--- src/rtl/bcd_ctrl_pkg.sv ---
// Shared types for the BCD down-counter: digit type, BCD limit and FSM state encoding.
package bcd_ctrl_pkg;

    typedef logic [3:0] bcd_t;

    localparam bcd_t BCD_MAX = 4'd9;

    typedef enum logic [1:0] {
        IDLE  = 2'd0,
        RUN   = 2'd1,
        PAUSE = 2'd2,
        DONE  = 2'd3
    } state_t;

endpackage

--- src/rtl/bcd_digit_down.sv ---
// One BCD digit of the down-count chain; borrows into the next digit when it wraps 0 -> 9.
module bcd_digit_down
    import bcd_ctrl_pkg::*;
(
    input  logic clk,
    input  logic rst,
    input  logic load,
    input  bcd_t preset,
    input  logic dec_in,
    output bcd_t Q,
    output logic borrow_out
);

    always_ff @(posedge clk) begin
        if (rst || load) begin
            Q <= preset;
        end else if (dec_in) begin
            Q <= (Q == '0) ? BCD_MAX : Q - 4'd1;
        end
    end

    assign borrow_out = dec_in && (Q == '0);

    // Presets above 9 would leave the digit outside BCD range.
    always_ff @(posedge clk) begin
        assert (preset <= BCD_MAX)
            else $error("bcd_digit_down: preset %0d is not a BCD digit", preset);
    end

endmodule

--- src/rtl/bcd_down_counter_ctrl.sv ---
// 4-digit BCD down-counter with prescaler and IDLE/RUN/PAUSE/DONE control.
// Optional AUTORELOAD_EN: terminal tick reloads the preset and pulses done_o instead of stopping.
module bcd_down_counter_ctrl
    import bcd_ctrl_pkg::*;
#(
    parameter logic [3:0]  PRESET3  = 4'd9,
    parameter logic [3:0]  PRESET2  = 4'd6,
    parameter logic [3:0]  PRESET1  = 4'd7,
    parameter logic [3:0]  PRESET0  = 4'd5,
    parameter int unsigned TICK_DIV = 50_000_000
) (
    input  logic       clk,
    input  logic       rst,
    input  logic       start_i,
    input  logic       pause_i,
    input  logic       load_i,
    output logic [3:0] Qdata3,
    output logic [3:0] Qdata2,
    output logic [3:0] Qdata1,
    output logic [3:0] Qdata0,
    output logic       tick_o,
    output logic       done_o,
    output logic [1:0] state_o
);

`ifdef AUTORELOAD_EN
    localparam bit AUTO = 1'b1;
`else
    localparam bit AUTO = 1'b0;
`endif

    localparam int unsigned DW          = (TICK_DIV > 1) ? $clog2(TICK_DIV) : 1;
    localparam logic [DW-1:0] DIV_LAST  = DW'(TICK_DIV - 1);
    localparam bit          PRESET_ZERO = ({PRESET3, PRESET2, PRESET1, PRESET0} == 16'h0000);
    localparam bcd_t        PRESETS [4] = '{PRESET0, PRESET1, PRESET2, PRESET3};

    state_t        state;
    logic [DW-1:0] div;
    bcd_t          q [4];
    logic [3:0]    dec;
    logic [3:0]    brw;
    logic          tick_now;
    logic          term;
    logic          reload_now;
    logic          digit_load;

    assign tick_now = (state == RUN) && (div == DIV_LAST);
    // Next decrement lands on 0000 (or, with autoreload and a 0000 preset, would underflow).
    assign term     = ({q[3], q[2], q[1]} == 12'h000) && (q[0] <= 4'd1);

    assign reload_now = AUTO && tick_now && term && !load_i;
    assign digit_load = load_i || reload_now;
    assign dec[0]     = tick_now && !digit_load;
    assign dec[3:1]   = brw[2:0];

    for (genvar i = 0; i < 4; i++) begin : g_digit
        bcd_digit_down u_digit (
            .clk        (clk),
            .rst        (rst),
            .load       (digit_load),
            .preset     (PRESETS[i]),
            .dec_in     (dec[i]),
            .Q          (q[i]),
            .borrow_out (brw[i])
        );
    end

    always_ff @(posedge clk) begin
        if (rst) begin
            state  <= IDLE;
            div    <= '0;
            tick_o <= 1'b0;
            done_o <= 1'b0;
        end else if (load_i) begin
            state  <= IDLE;
            div    <= '0;
            tick_o <= 1'b0;
            done_o <= 1'b0;
        end else begin
            tick_o <= tick_now;
            done_o <= AUTO && tick_now && term;
            case (state)
                IDLE: begin
                    if (!pause_i && start_i) begin
                        div <= '0;
                        if (!AUTO && PRESET_ZERO) begin
                            state  <= DONE;
                            done_o <= 1'b1;
                        end else begin
                            state <= RUN;
                        end
                    end
                end
                RUN: begin
                    div <= tick_now ? '0 : div + 1'b1;
                    // Terminal count outranks a coincident pause.
                    if (!AUTO && tick_now && term) begin
                        state  <= DONE;
                        done_o <= 1'b1;
                    end else if (pause_i) begin
                        state <= PAUSE;
                    end
                end
                PAUSE: begin
                    if (!pause_i && start_i) state <= RUN;
                end
                DONE: begin
                    done_o <= 1'b1;
                end
            endcase
        end
    end

    // A borrow out of the thousands digit would mean the chain underflowed past 0000.
    always_ff @(posedge clk) begin
        if (!rst) assert (!brw[3]) else $error("bcd_down_counter_ctrl: borrow chain underflow");
    end

    assign Qdata3  = q[3];
    assign Qdata2  = q[2];
    assign Qdata1  = q[1];
    assign Qdata0  = q[0];
    assign state_o = state;

endmodule

--- config.mk ---
export PLATFORM = sky130hd
export DESIGN_NAME = bcd_down_counter_ctrl
export DESIGN_NICKNAME = d
export VERILOG_FILES = /design/src/rtl/bcd_ctrl_pkg.sv /design/src/rtl/bcd_digit_down.sv /design/src/rtl/bcd_down_counter_ctrl.sv
export SDC_FILE = /design/constraint.sdc
export NUM_CORES = 1
export LEC_CHECK = 0
export ABC_AREA = 0
export BUFFER_PORTS_ARGS = -buffer_cell sky130_fd_sc_hd__buf_2
export CORE_MARGIN = 1
export CORE_UTILIZATION = 40
export CTS_CLUSTER_DIAMETER = 60
export DETAILED_ROUTE_END_ITERATION = 8
export GPL_TIMING_DRIVEN = 0
export PLACE_DENSITY_LB_ADDON = 0.1
export SYNTH_ARGS = -nofsm -noshare
export SYNTH_HDL_FRONTEND = slang
export SYNTH_SLANG_ARGS = --single-unit
--- constraint.sdc ---
create_clock -name clk -period 2.1 [get_ports clk]
set_clock_uncertainty 0.1 [all_clocks]
set_input_delay 0.42 -clock clk [delete_from_list [all_inputs] [get_ports clk]]
set_output_delay 0.42 -clock clk [all_outputs]
set_load 0.005 [all_outputs]
==> impl_summary.log, run 1 <==
[metrics] outcome: finished, violations left
[metrics] failing checks: setup timing
[metrics] most used cell, CP: or4_4
[metrics] number of ports placed on the die boundary: 25
[metrics] critical path data arrival time: 2410 ps
[metrics] beginning of the worst register-to-register path: g_digit[0].u_digit.Q[2]$_SDFFE_PP1N_
[metrics] upper clock frequency limit: 0.440 GHz
[metrics] Data required, critical path: 2240 ps
[metrics] category of cells accounting for the largest share of critical-path delay: simple AND/OR/NAND/NOR gates
[metrics] launching element type of the critical path: flop
[metrics] most frequent standard cell in the layout excluding fill and tap cells: dfxtp_1
[metrics] diodes inserted: 0
[metrics] standard-cell row count: 27
[metrics] total gr overflow: 0
[metrics] count of cell types in the netlist: 49
[metrics] Hold Path Origin: pause_i
[metrics] combined global-route utilization of all metal layers: 20.7%
[metrics] number of I/O port buffers: 24
[metrics] Vias/cell: 5.66
[metrics] cts hold-fix bufs: 0
[metrics] number of clock sinks: 46
[metrics] layout overhead on the synthesized area: 28.1%
[metrics] unrepaired setup endpoints after global routing: yes
[metrics] Worst Setup SP: g_digit[0].u_digit.Q[2]$_SDFFE_PP1N_
[metrics] Final Wtd Congestion: 0.817
[metrics] Pwr Total: 1.46 mW
[metrics] Worst Setup End Kind: flop
[metrics] share of the core filled with cells: 53.2%
[metrics] largest net degree at the start of global routing: 14
[metrics] flop-to-flop setup slack: -170 ps
[metrics] CP Buf/Inv Count: 1
[metrics] Worst R2R Path Depth: 5
[metrics] commonest cells after routing, fill and taps aside: dfxtp_1 (28), nor2_1 (25), buf_2 (25)
[metrics] synthesized net count: 289
[metrics] clock transition at the registers of the reported paths: 90 ps
[metrics] clock latency reported for the late side of the worst-skew pair: 300 ps
[metrics] floorplan core area: 5540 µm²
[metrics] count of maximum capacitance violations: 0
[metrics] Ys Warns: 0
[metrics] slowest stage cell, crit path: or4_4
[metrics] width of the die: 77.8 µm
[metrics] series of cell instances along the critical path: or4_4 -> or4_4 -> buf_6 -> or4_4 -> a21oi_2
[metrics] DP Worst Slack: -599 ps
[metrics] clock tree from TritonCTS: done
[metrics] worst-case headroom to the max-slew limit: 60.4%
[metrics] DR vias: 2303
[metrics] first-pass GRT wire length: 9980 µm
[metrics] fraction of registers with async set/reset: 0%
[metrics] number of global-route vias before repair: 2074
[metrics] logic depth of the worst setup path including buffers: 5
[metrics] Tightest Hold Check Type: input pin to flop
[metrics] count of flip-flops with a built-in enable after synthesis: 0
[metrics] routed wire length per instance: 14.8 µm
[metrics] number of synthesized register bits: 46
[metrics] largest voltage drop on the vdd net: 0.000340 V
[metrics] area enclosed by the die boundary: 6060 µm²
[metrics] power per cell area: 497 nW/µm²
[metrics] net count of the finished layout: 341
[metrics] critical path fanouts, max: 6
[metrics] Fin Setup TNS: -863 ps
[metrics] count of TritonRoute iterations in the first routing pass: 4
[metrics] Die Y: 77.8 µm
[metrics] share of cells above drive strength 1: 31.0%
[metrics] final period utilization: 108%
[metrics] Seq/Total Area, Yosys: 40.0%
[metrics] least setup slack across all paths after layout: -173 ps
[metrics] remaining design rule violation count: 0
[metrics] Initial Util: 41.5%
[metrics] TritonCTS Buffers: 5
[metrics] Total Routed Length: 6040 µm
[metrics] CTS max path bufs: 2
[metrics] synthesized area: 2300 µm²
[metrics] Worst Hold Path Cells: 2
[metrics] critical path's largest stage delay: 540 ps
[metrics] type of the worst setup path: flop to flop
[metrics] final-report hold violation count: 0
[metrics] placed wire-length estimate after detailed placement: 3910 µm
[metrics] post-synthesis area per instance: 8.13 µm²
[metrics] endpoint of the worst register-to-register path: g_digit[2].u_digit.Q[3]$_SDFFE_PP0P_
[metrics] number of antenna violations at the first check in global routing: 0
[metrics] most instantiated flip-flop cell in the synthesis netlist: dfxtp_1
[metrics] clock root cell: clkbuf_8
[metrics] final count of negative-setup-slack endpoints: 22
[metrics] remaining number of nets flagged by the antenna check after routing: 0
[metrics] clock period minus final worst setup slack: 2270 ps
[metrics] leakage power of the design: 0.994 nW
[metrics] final count of pins violating max slew: 0
[metrics] Iteration-0 DRC Markers: 154
[metrics] number of H-tree levels: 2
[metrics] Hold Crit Endpoint: state_o[0]$_SDFFE_PP0P_
[metrics] slew at the pin with the worst max-slew slack: 595 ps
[metrics] Synth Instances: 283
[metrics] filler cell count: 548
registers in the layout, indices dropped and copies added (netlist names):
register and cells:
div 26, done_o 1, g_digit.u_digit.Q 16, state_o 2, tick_o 1
area by class of cell:
class | count | area (µm²) | area share, %
Clock buffer | 7 | 86.3 | 2.93
Timing Repair Buffer | 48 | 298 | 10.1
Inverter | 13 | 48.8 | 1.66
Buffer | 12 | 62.6 | 2.12
Multi-Input combinational cell | 209 | 1410 | 47.7
Tap cell | 72 | 90.1 | 3.06
Sequential cell | 46 | 956 | 32.4
report_power, final:
part	internal, mW	switching (mW)	total (mW)	leakage, nW
registers	0.865	0.00135	0.867	0.379
logic	0.0128	0.0321	0.0449	0.571
clock network	0.262	0.291	0.552	0.0443
synth_stat cells, types with 2 or more instances:
| library cell | count | share of area (%) |
|---|---|---|
| dfxtp_1 | 46 | 40 |
| nor2_1 | 27 | 4.4 |
| nand2_1 | 20 | 3.3 |
| a21oi_1 | 17 | 3.7 |
| inv_1 | 13 | 2.1 |
| nand3_1 | 13 | 2.8 |
| nand4_1 | 13 | 3.5 |
| o21ai_0 | 13 | 2.8 |
| clkbuf_1 | 10 | 1.6 |
| a31oi_1 | 9 | 2.4 |
| xnor2_1 | 9 | 3.4 |
| nor3_1 | 8 | 1.7 |
| and4_1 | 7 | 2.7 |
| nor4_1 | 7 | 1.9 |
| or4_1 | 7 | 2.3 |
| or3_1 | 5 | 1.4 |
| a211oi_1 | 4 | 1.3 |
| and3_1 | 4 | 1.1 |
| buf_2 | 4 | 0.87 |
| a41oi_1 | 3 | 1.1 |
| nand2b_1 | 3 | 0.82 |
| nor2b_1 | 3 | 0.82 |
| o211ai_1 | 3 | 0.98 |
| or2_2 | 3 | 0.82 |
| a211o_1 | 2 | 0.76 |
| a22o_1 | 2 | 0.76 |
| mux2i_1 | 2 | 0.87 |
| nand3b_1 | 2 | 0.65 |
| o311ai_0 | 2 | 0.76 |
| o31ai_1 | 2 | 0.65 |
| xor2_1 | 2 | 0.76 |
worst register-to-register path: cells and delay by family (launching register included):
kind	cells	cell delay, ps
compound gates	1	130
simple gates	3	1480
buf+inv	1	140
flops	1	360
worst max path at each step:
stage                                                 to
floorplan           g_digit[2].u_digit.Q[3]$_SDFFE_PP0P_
global placement                    div[17]$_SDFFE_PP0P_
detailed placement                  div[17]$_SDFFE_PP0P_
CTS                 g_digit[2].u_digit.Q[3]$_SDFFE_PP0P_
global route        g_digit[2].u_digit.Q[3]$_SDFFE_PP0P_
finish              g_digit[2].u_digit.Q[3]$_SDFFE_PP0P_
logic make-up (layout without fill, tap and decap cells):
family                   Yosys count  after routing  synth area share (%)
XOR/XNOR                          11             11                  4.19
flip-flops                        46             46                  40.0
buffers and inverters             28             80                  4.79
AO/OA/AOI/OAI                     65             65                  18.1
multiplexers                       2              2                 0.870
AND/OR/NAND/NOR                  130            130                  31.5
adder cells (fa/ha/maj)            1              1                 0.544
metal layers:
| layer | GRT usage [%] | routed length (µm) | up-vias |
|---|---|---|---|
| met5 | 0 | 0 | - |
| met4 | 6.23 | 55 | 0 |
| met3 | 4.00 | 178 | 6 |
| met2 | 30.4 | 2610 | 32 |
| met1 | 30.3 | 3200 | 1113 |
| li1 | - | - | 1152 |
per-stage QoR:
step           instance area, µm²  hold WS (ps)  cells
6_report                     2950           233    407
5_1_grt                      2950           236    407
4_1_cts                      2850           229    401
3_5_place_dp                 2550           355    379
3_3_place_gp                 2550           360    379
2_1_floorplan                2340           332    283
repair_timing:
item	CTS	global route
pin swaps	7	11
endpoints found under the setup margin	38	36
setup buffers	18	7
gates resized for setup	35	16
gates cloned	0	0
No activity file was read; power rests on OpenSTA's default activity.
==> run 2: changes to the inputs <==
--- a/config.mk
+++ b/config.mk
@@ -5,7 +5,7 @@
 export SDC_FILE = /design/constraint.sdc
 export NUM_CORES = 1
 export LEC_CHECK = 0
-export ABC_AREA = 0
+export ABC_AREA = 1
 export BUFFER_PORTS_ARGS = -buffer_cell sky130_fd_sc_hd__buf_2
 export CORE_MARGIN = 1
 export CORE_UTILIZATION = 40
==> run 2 against run 1 <==
Against the previous run:
- the flow now finishes without violations
- via count grew 18%
- critical path depth grew 5
- clock power grew 0.9%
- core utilization shrank 6.1 points
- first-iteration DRC count shrank 20%
- worst hold slack lost 66 ps
- register-to-register slack gained 340 ps
- non-clock buffer count shrank 28
- routed wire length grew 21%
==> impl_summary.log, run 2 <==
[metrics] Data required, critical path: 2170 ps (was 2240 ps)
[metrics] critical path fanouts, max: 4 (was 6)
[metrics] leakage power of the design: 1.10 nW (was 0.994 nW)
[metrics] final count of pins violating max slew: 0 (unchanged)
[metrics] diodes inserted: 0 (unchanged)
[metrics] cts hold-fix bufs: 0 (unchanged)
[metrics] cell area after layout: 3040 µm² (was 2950 µm²)
[metrics] most used cell, CP: nor2_4 (was or4_4)
[metrics] Vias/cell: 5.17 (was 5.66)
[metrics] count of cells resized by post-cts repair: 0 (was 35)
[metrics] most common library cells after synthesis: nand2_1 (114), nor2_1 (54), dfxtp_1 (46) (was dfxtp_1 (46), nor2_1 (27), nand2_1 (20))
[metrics] TritonCTS Buffers: 5 (unchanged)
[metrics] number of antenna violations at the first check in global routing: 0 (unchanged)
[metrics] largest net degree at the start of global routing: 15 (was 14)
[metrics] Tightest Hold Check Type: input pin to flop (unchanged)
[metrics] synthesized area: 2710 µm² (was 2300 µm²)
[metrics] # Post-CTS Setup Buffers: 0 (was 18)
[metrics] placed wire-length estimate after detailed placement: 5640 µm (was 3910 µm)
[metrics] upper clock frequency limit: 0.516 GHz (was 0.440 GHz)
[metrics] width of the die: 84.4 µm (was 77.8 µm)
[metrics] Iteration-0 DRC Markers: 123 (was 154)
[metrics] number of synthesized register bits: 46 (unchanged)
[metrics] DP Worst Slack: 58.4 ps (was -599 ps)
[metrics] number of H-tree levels: 2 (unchanged)
[metrics] DR vias: 2723 (was 2303)
[metrics] area of combinational cells with multiple inputs: 1600 µm² (was 1410 µm²)
[metrics] clock latency reported for the late side of the worst-skew pair: 310 ps (was 300 ps)
[metrics] final-report hold violation count: 0 (unchanged)
[metrics] unrepaired setup endpoints after global routing: no (was yes)
[metrics] post-synthesis area per instance: 6.49 µm² (was 8.13 µm²)
[metrics] number of I/O port buffers: 24 (unchanged)
[metrics] number of clock sinks: 46 (unchanged)
[metrics] filler cell count: 707 (was 548)
[metrics] clock period minus final worst setup slack: 1940 ps (was 2270 ps)
[metrics] net count of the finished layout: 455 (was 341)
[metrics] Worst Setup End Kind: flop (unchanged)
[metrics] area enclosed by the die boundary: 7110 µm² (was 6060 µm²)
[metrics] post-synthesis cell type with the largest combined area: dfxtp_1 (unchanged)
[metrics] cell area after placement: 2930 µm² (was 2550 µm²)
[metrics] most instantiated library cell after synthesis: nand2_1 (was dfxtp_1)
[metrics] Total Routed Length: 7280 µm (was 6040 µm)
[metrics] Pwr Total: 1.50 mW (was 1.46 mW)
[metrics] combined global-route utilization of all metal layers: 21.1% (was 20.7%)
[metrics] critical path's largest stage delay: 380 ps (was 540 ps)
[metrics] number of ports placed on the die boundary: 25 (unchanged)
[metrics] type of the worst setup path: flop to flop (unchanged)
[metrics] final count of negative-setup-slack endpoints: 0 (was 22)
[metrics] least setup slack across all paths after layout: 163 ps (was -173 ps)
[metrics] slowest stage cell, crit path: dfxtp_1 (was or4_4)
[metrics] standard-cell row count: 29 (was 27)
[metrics] routed wire length per instance: 13.8 µm (was 14.8 µm)
[metrics] clock transition at the registers of the reported paths: 90 ps (about the same)
[metrics] clock tree from TritonCTS: done (unchanged)
[metrics] most flop-heavy register: div (unchanged)
[metrics] register cell area after layout: 922 µm² (was 956 µm²)
[metrics] most frequent standard cell in the layout excluding fill and tap cells: nand2_1 (was dfxtp_1)
[metrics] share of the core filled with cells: 47.1% (was 53.2%)
[metrics] count of cell types in the netlist: 37 (was 49)
[metrics] CTS max path bufs: 2 (unchanged)
[metrics] total gr overflow: 0 (unchanged)
[metrics] most instantiated flip-flop cell in the synthesis netlist: dfxtp_1 (unchanged)
[metrics] floorplan core area: 6460 µm² (was 5540 µm²)
[metrics] remaining design rule violation count: 0 (unchanged)
[metrics] number of global-route vias before repair: 2548 (was 2074)
[metrics] critical path data arrival time: 2000 ps (was 2410 ps)
[metrics] series of cell instances along the critical path: ha_1 -> nand2_1 -> nor2_4 -> nand3_1 -> nor2_4 -> nand3_4 -> nor2_4 -> nand3_2 -> nand2_1 -> a21oi_1 (was or4_4 -> or4_4 -> buf_6 -> or4_4 -> a21oi_2)
[metrics] Die Y: 84.4 µm (was 77.8 µm)
[metrics] launching element type of the critical path: flop (unchanged)
[metrics] number of flip-flops under the largest register name: 26 (unchanged)
[metrics] Initial Util: 42.0% (was 41.5%)
[metrics] slew at the pin with the worst max-slew slack: 616 ps (was 595 ps)
[metrics] fraction of registers with async set/reset: 0% (unchanged)
[metrics] synthesized net count: 424 (was 289)
[metrics] fraction of synthesized cell area taken by the top area cell type: 33.9% (was 40.0%)
[metrics] count of maximum capacitance violations: 0 (unchanged)
[metrics] Fin Setup TNS: 0 ps (was -863 ps)
[metrics] worst-case headroom to the max-slew limit: 59.0% (was 60.4%)
[metrics] power per cell area: 494 nW/µm² (was 497 nW/µm²)
[metrics] Seq/Total Area, Yosys: 33.9% (was 40.0%)
[metrics] Ys Warns: 0 (unchanged)
[metrics] Final Wtd Congestion: 0.892 (was 0.817)
[metrics] layout overhead on the synthesized area: 12.1% (was 28.1%)
[metrics] Synth Instances: 418 (was 283)
[metrics] clock root cell: clkbuf_8 (unchanged)
[metrics] count of flip-flops with a built-in enable after synthesis: 0 (unchanged)
[metrics] share of cells above drive strength 1: 16.0% (was 31.0%)
[metrics] first-pass GRT wire length: 11800 µm (was 9980 µm)
[metrics] ranking of synthesized cells by area: dfxtp_1 (34%), nand2_1 (16%), nor2_1 (7.5%) (was dfxtp_1 (40%), nor2_1 (4.4%), a21oi_1 (3.7%))
[metrics] final period utilization: 92.2% (was 108%)
[metrics] commonest cells after routing, fill and taps aside: nand2_1 (114), nor2_1 (53), dfxtp_1 (45) (was dfxtp_1 (28), nor2_1 (25), buf_2 (25))
[metrics] outcome: finished, final reports clean (was finished, violations left)
[metrics] largest voltage drop on the vdd net: 0.000320 V (was 0.000340 V)
[metrics] remaining number of nets flagged by the antenna check after routing: 0 (unchanged)
[metrics] count of TritonRoute iterations in the first routing pass: 5 (was 4)
[run 2: cell types whose count changed after synthesis, sizes merged, moves of 6 or more]
cell	change
nor2	+39
inv	+33
nand3	+21
nand2	+101
nor4	-6
a31oi	-6
or4	-7
and4	-7
a21oi	+10
xnor2	-8
[run 2: per-stage QoR]
step / std cells / hold WS [ps]
after floorplan: 418 / 354
after global routing: 527 / 172
final: 527 / 166
after CTS: 527 / 158
after detailed placement: 519 / 368
after global placement: 519 / 360
[run 2: metal layers]
metal  wire, µm  track usage, %  up-vias
met5          0               0        -
met4        109            10.5        0
met2       3470            35.2       61
met3        272            3.44        8
li1           -               -     1422
met1       3420            26.4     1232
[run 2: logic make-up after synthesis]
kind of cell,after synthesis,share of synthesized area (%)
adders and majority gates,1,0.461
xor gates and xnor gates,7,2.26
buffers and inverters,54,8.03
AOI/OAI and AO/OA,57,11.9
DFF,46,33.9
and+or+nand+nor,253,43.4
[run 2: cell type report]
cell class,count,area share (%)
multi-input cells,318,52.6
flip-flops and latches,46,30.3
inverters,46,5.76
repair buffers,24,3.95
well taps,77,3.17
clock buffers,6,2.39
plain buffers,8,1.40
clock inverters,2,0.452
[run 2: path summary, 6_finish.rpt]
kind,slack [ps],start,endpoint,depth (start not counted)
worst max-delay path,160,div[0]$_SDFFE_PP0P_,g_digit[2].u_digit.Q[3]$_SDFFE_PP0P_,10
worst min-delay path,170,rst,tick_o$_SDFF_PP0_,2
worst max register to register,160,div[0]$_SDFFE_PP0P_,g_digit[2].u_digit.Q[3]$_SDFFE_PP0P_,10
worst min register to register,380,g_digit[2].u_digit.Q[1]$_SDFFE_PP1P_,g_digit[2].u_digit.Q[1]$_SDFFE_PP1P_,2
[run 2: critical path, delay by kind of cell, from the launching register on]
kind	cells	cell delay (ps)
adder cells (fa/ha/maj)	1	200
flip-flops	1	380
AND/OR/NAND/NOR	8	1050
AO/OA/AOI/OAI	1	70
[run 2: power breakdown]
part           total (mW)  internal, mW  switching, mW
registers           0.874         0.873        0.00114
clock network       0.557         0.236          0.321
logic              0.0713        0.0163         0.0550
==> run 3: changes to the inputs <==
--- a/config.mk
+++ b/config.mk
@@ -7,8 +7,10 @@
 export LEC_CHECK = 0
 export ABC_AREA = 1
 export BUFFER_PORTS_ARGS = -buffer_cell sky130_fd_sc_hd__buf_2
+export CELL_PAD_IN_SITES_DETAIL_PLACEMENT = 2
+export CELL_PAD_IN_SITES_GLOBAL_PLACEMENT = 2
 export CORE_MARGIN = 1
-export CORE_UTILIZATION = 40
+export CORE_UTILIZATION = 29
 export CTS_CLUSTER_DIAMETER = 60
 export DETAILED_ROUTE_END_ITERATION = 8
 export GPL_TIMING_DRIVEN = 0
==> run 3 against run 2 <==
Against the previous run:
- count of clock-buffer cells in the layout unchanged
- combinational power increased by 7.0%
- via count increased by 2.8%
- power increased by 1.2%
- global-route usage decreased by 0.78 points
- flip-flop and latch count unchanged
- setup slack got worse by 29 ps
- clock power increased by 2%
- register-to-register slack got worse by 30 ps
- first-iteration DRC count decreased by 59%
==> impl_summary.log, run 3 (synthesis results as in run 2) <==
[metrics] outcome: finished, final reports clean (unchanged)
[metrics] largest net degree at the start of global routing: 15 (unchanged)
[metrics] CP Buf/Inv Count: 0 (unchanged)
[metrics] least setup slack across all paths after layout: 134 ps (was 163 ps)
[metrics] upper clock frequency limit: 0.509 GHz (was 0.516 GHz)
[metrics] cts hold-fix bufs: 0 (unchanged)
[metrics] Worst Setup End Kind: flop (unchanged)
[metrics] most frequent standard cell in the layout excluding fill and tap cells: nand2_1 (unchanged)
[metrics] commonest cells after routing, fill and taps aside: nand2_1 (114), nor2_1 (52), dfxtp_1 (44) (was nand2_1 (114), nor2_1 (53), dfxtp_1 (45))
[metrics] placed wire-length estimate after detailed placement: 7390 µm (was 5640 µm)
[metrics] Data required, critical path: 2160 ps (was 2170 ps)
[metrics] critical path fanouts, max: 3 (was 4)
[metrics] standard-cell row count: 34 (was 29)
[metrics] layout overhead on the synthesized area: 14.9% (was 12.1%)
[metrics] leakage power of the design: 1.13 nW (was 1.10 nW)
[metrics] slowest stage cell, crit path: dfxtp_1 (unchanged)
[metrics] final-report hold violation count: 0 (unchanged)
[metrics] combined global-route utilization of all metal layers: 20.3% (was 21.1%)
[metrics] clock period minus final worst setup slack: 1970 ps (was 1940 ps)
[metrics] Total Routed Length: 9290 µm (was 7280 µm)
[metrics] total gr overflow: 0 (unchanged)
[metrics] routed wire length per instance: 16.6 µm (was 13.8 µm)
[metrics] DP Worst Slack: -65.6 ps (was 58.4 ps)
[metrics] met3 capacity usage during global routing: 2.77% (was 3.44%)
[metrics] TritonCTS Buffers: 5 (unchanged)
[metrics] critical path data arrival time: 2030 ps (was 2000 ps)
[metrics] power per cell area: 488 nW/µm² (was 494 nW/µm²)
[metrics] series of cell instances along the critical path: ha_2 -> nand2_1 -> nor2_4 -> nand2_2 -> nor2_4 -> nand3_1 -> nor2_2 -> nand3_1 -> nand2_1 -> a21oi_1 (was ha_1 -> nand2_1 -> nor2_4 -> nand3_1 -> nor2_4 -> nand3_4 -> nor2_4 -> nand3_2 -> nand2_1 -> a21oi_1)
[metrics] beginning of the worst register-to-register path: div[0]$_SDFFE_PP0P_ (unchanged)
[metrics] final count of negative-setup-slack endpoints: 0 (unchanged)
[metrics] Die Y: 98.7 µm (was 84.4 µm)
[metrics] slew at the pin with the worst max-slew slack: 658 ps (was 616 ps)
[metrics] worst-case headroom to the max-slew limit: 56.1% (was 59.0%)
[metrics] remaining number of nets flagged by the antenna check after routing: 0 (unchanged)
[metrics] count of maximum capacitance violations: 0 (unchanged)
[metrics] category of cells accounting for the largest share of critical-path delay: simple AND/OR/NAND/NOR gates (unchanged)
[metrics] critical path's largest stage delay: 370 ps (was 380 ps)
[metrics] remaining design rule violation count: 0 (unchanged)
[metrics] filler cell count: 1133 (was 707)
[metrics] launching element type of the critical path: flop (unchanged)
[metrics] Tightest Hold Check Type: input pin to flop (unchanged)
[metrics] Worst Setup SP: div[0]$_SDFFE_PP0P_ (unchanged)
[metrics] number of ports placed on the die boundary: 25 (unchanged)
[metrics] clock root cell: clkbuf_8 (unchanged)
[metrics] number of flip-flops under the largest register name: 26 (unchanged)
[metrics] final period utilization: 93.6% (was 92.2%)
[metrics] first-pass GRT wire length: 15400 µm (was 11800 µm)
[metrics] cell area after placement: 2970 µm² (was 2930 µm²)
[metrics] most flop-heavy register: div (unchanged)
[metrics] Initial Util: 30.5% (was 42.0%)
[metrics] net count of the finished layout: 458 (was 455)
[metrics] largest voltage drop on the vdd net: 0.000219 V (was 0.000320 V)
[metrics] layer with the highest usage: met2 (unchanged)
[metrics] clock tree from TritonCTS: done (unchanged)
[metrics] floorplan core area: 8890 µm² (was 6460 µm²)
[metrics] diodes inserted: 0 (unchanged)
[metrics] number of global-route vias before repair: 2950 (was 2548)
[metrics] Fin Hold WS: 173 ps (was 166 ps)
[metrics] Hold Path Origin: rst (unchanged)
[metrics] count of TritonRoute iterations in the first routing pass: 4 (was 5)
[metrics] Vias/cell: 4.99 (was 5.17)
[metrics] number of I/O port buffers: 24 (unchanged)
[metrics] number of antenna violations at the first check in global routing: 0 (unchanged)
[metrics] number of clock sinks: 46 (unchanged)
[metrics] type of the worst setup path: flop to flop (unchanged)
[metrics] CTS max path bufs: 2 (unchanged)
[metrics] met1 demand-to-capacity share in global routing: 25.6% (was 26.4%)
[metrics] area enclosed by the die boundary: 9740 µm² (was 7110 µm²)
[metrics] clock transition at the registers of the reported paths: 100 ps (was 90 ps)
[metrics] Fin Setup TNS: 0 ps (unchanged)
[metrics] Iteration-0 DRC Markers: 50 (was 123)
[metrics] met2 layer usage reported by global route: 37.4% (was 35.2%)
[metrics] DR vias: 2799 (was 2723)
[metrics] clock latency reported for the late side of the worst-skew pair: 310 ps (about the same)
[metrics] Final Wtd Congestion: 0.801 (was 0.892)
[metrics] cell area after layout: 3120 µm² (was 3040 µm²)
[metrics] share of cells above drive strength 1: 17.2% (was 16.0%)
[metrics] final count of pins violating max slew: 0 (unchanged)
[metrics] number of H-tree levels: 2 (unchanged)
[metrics] width of the die: 98.7 µm (was 84.4 µm)
==> run 3: stage by stage <==
step,cells,power (mW),utilization (%)
after floorplan,418,0.938,-
after global placement,550,0.972,33.4
after detailed placement,550,0.973,33.4
after CTS,558,1.55,34.4
after global routing,561,1.59,35.0
final,561,1.52,35.0
==> run 3: final cells by class <==
class	count	area, µm²	share of cell area (%)
Buffer	8	42.5	1.37
Clock buffer	6	72.6	2.33
Clock inverter	2	13.8	0.442
Inverter	46	175	5.62
Multi-Input combinational cell	318	1610	51.7
Sequential cell	46	923	29.6
Tap cell	108	135	4.34
Timing Repair Buffer	27	143	4.58
==> run 3: repair_timing <==
action	4_1_cts	5_1_grt
setup buffers	0	3
endpoints found under the hold margin	0	0
resized for setup	0	10
endpoints found under the setup margin	0	24
==> run 3: metal layers <==
layer / wire (µm) / share of wire, %
met5: 0 / 0
met4: 59 / 0.64
met3: 241 / 2.6
met2: 4640 / 50
met1: 4350 / 47
==> run 3: report_power, final <==
| part | switching, mW | internal, mW |
|---|---|---|
| Sequential | 0.00125 | 0.873 |
| Combinational | 0.0599 | 0.0164 |
| Clock | 0.334 | 0.236 |
| Total | 0.395 | 1.13 |
==> run 3: final timing paths <==
check                                         end  slack, ps  cells after the start
max          g_digit[3].u_digit.Q[2]$_SDFFE_PP0P_        130                     10
min                             tick_o$_SDFF_PP0_        170                      2
max reg2reg  g_digit[3].u_digit.Q[2]$_SDFFE_PP0P_        130                     10
min reg2reg  g_digit[3].u_digit.Q[1]$_SDFFE_PP0P_        390                      2
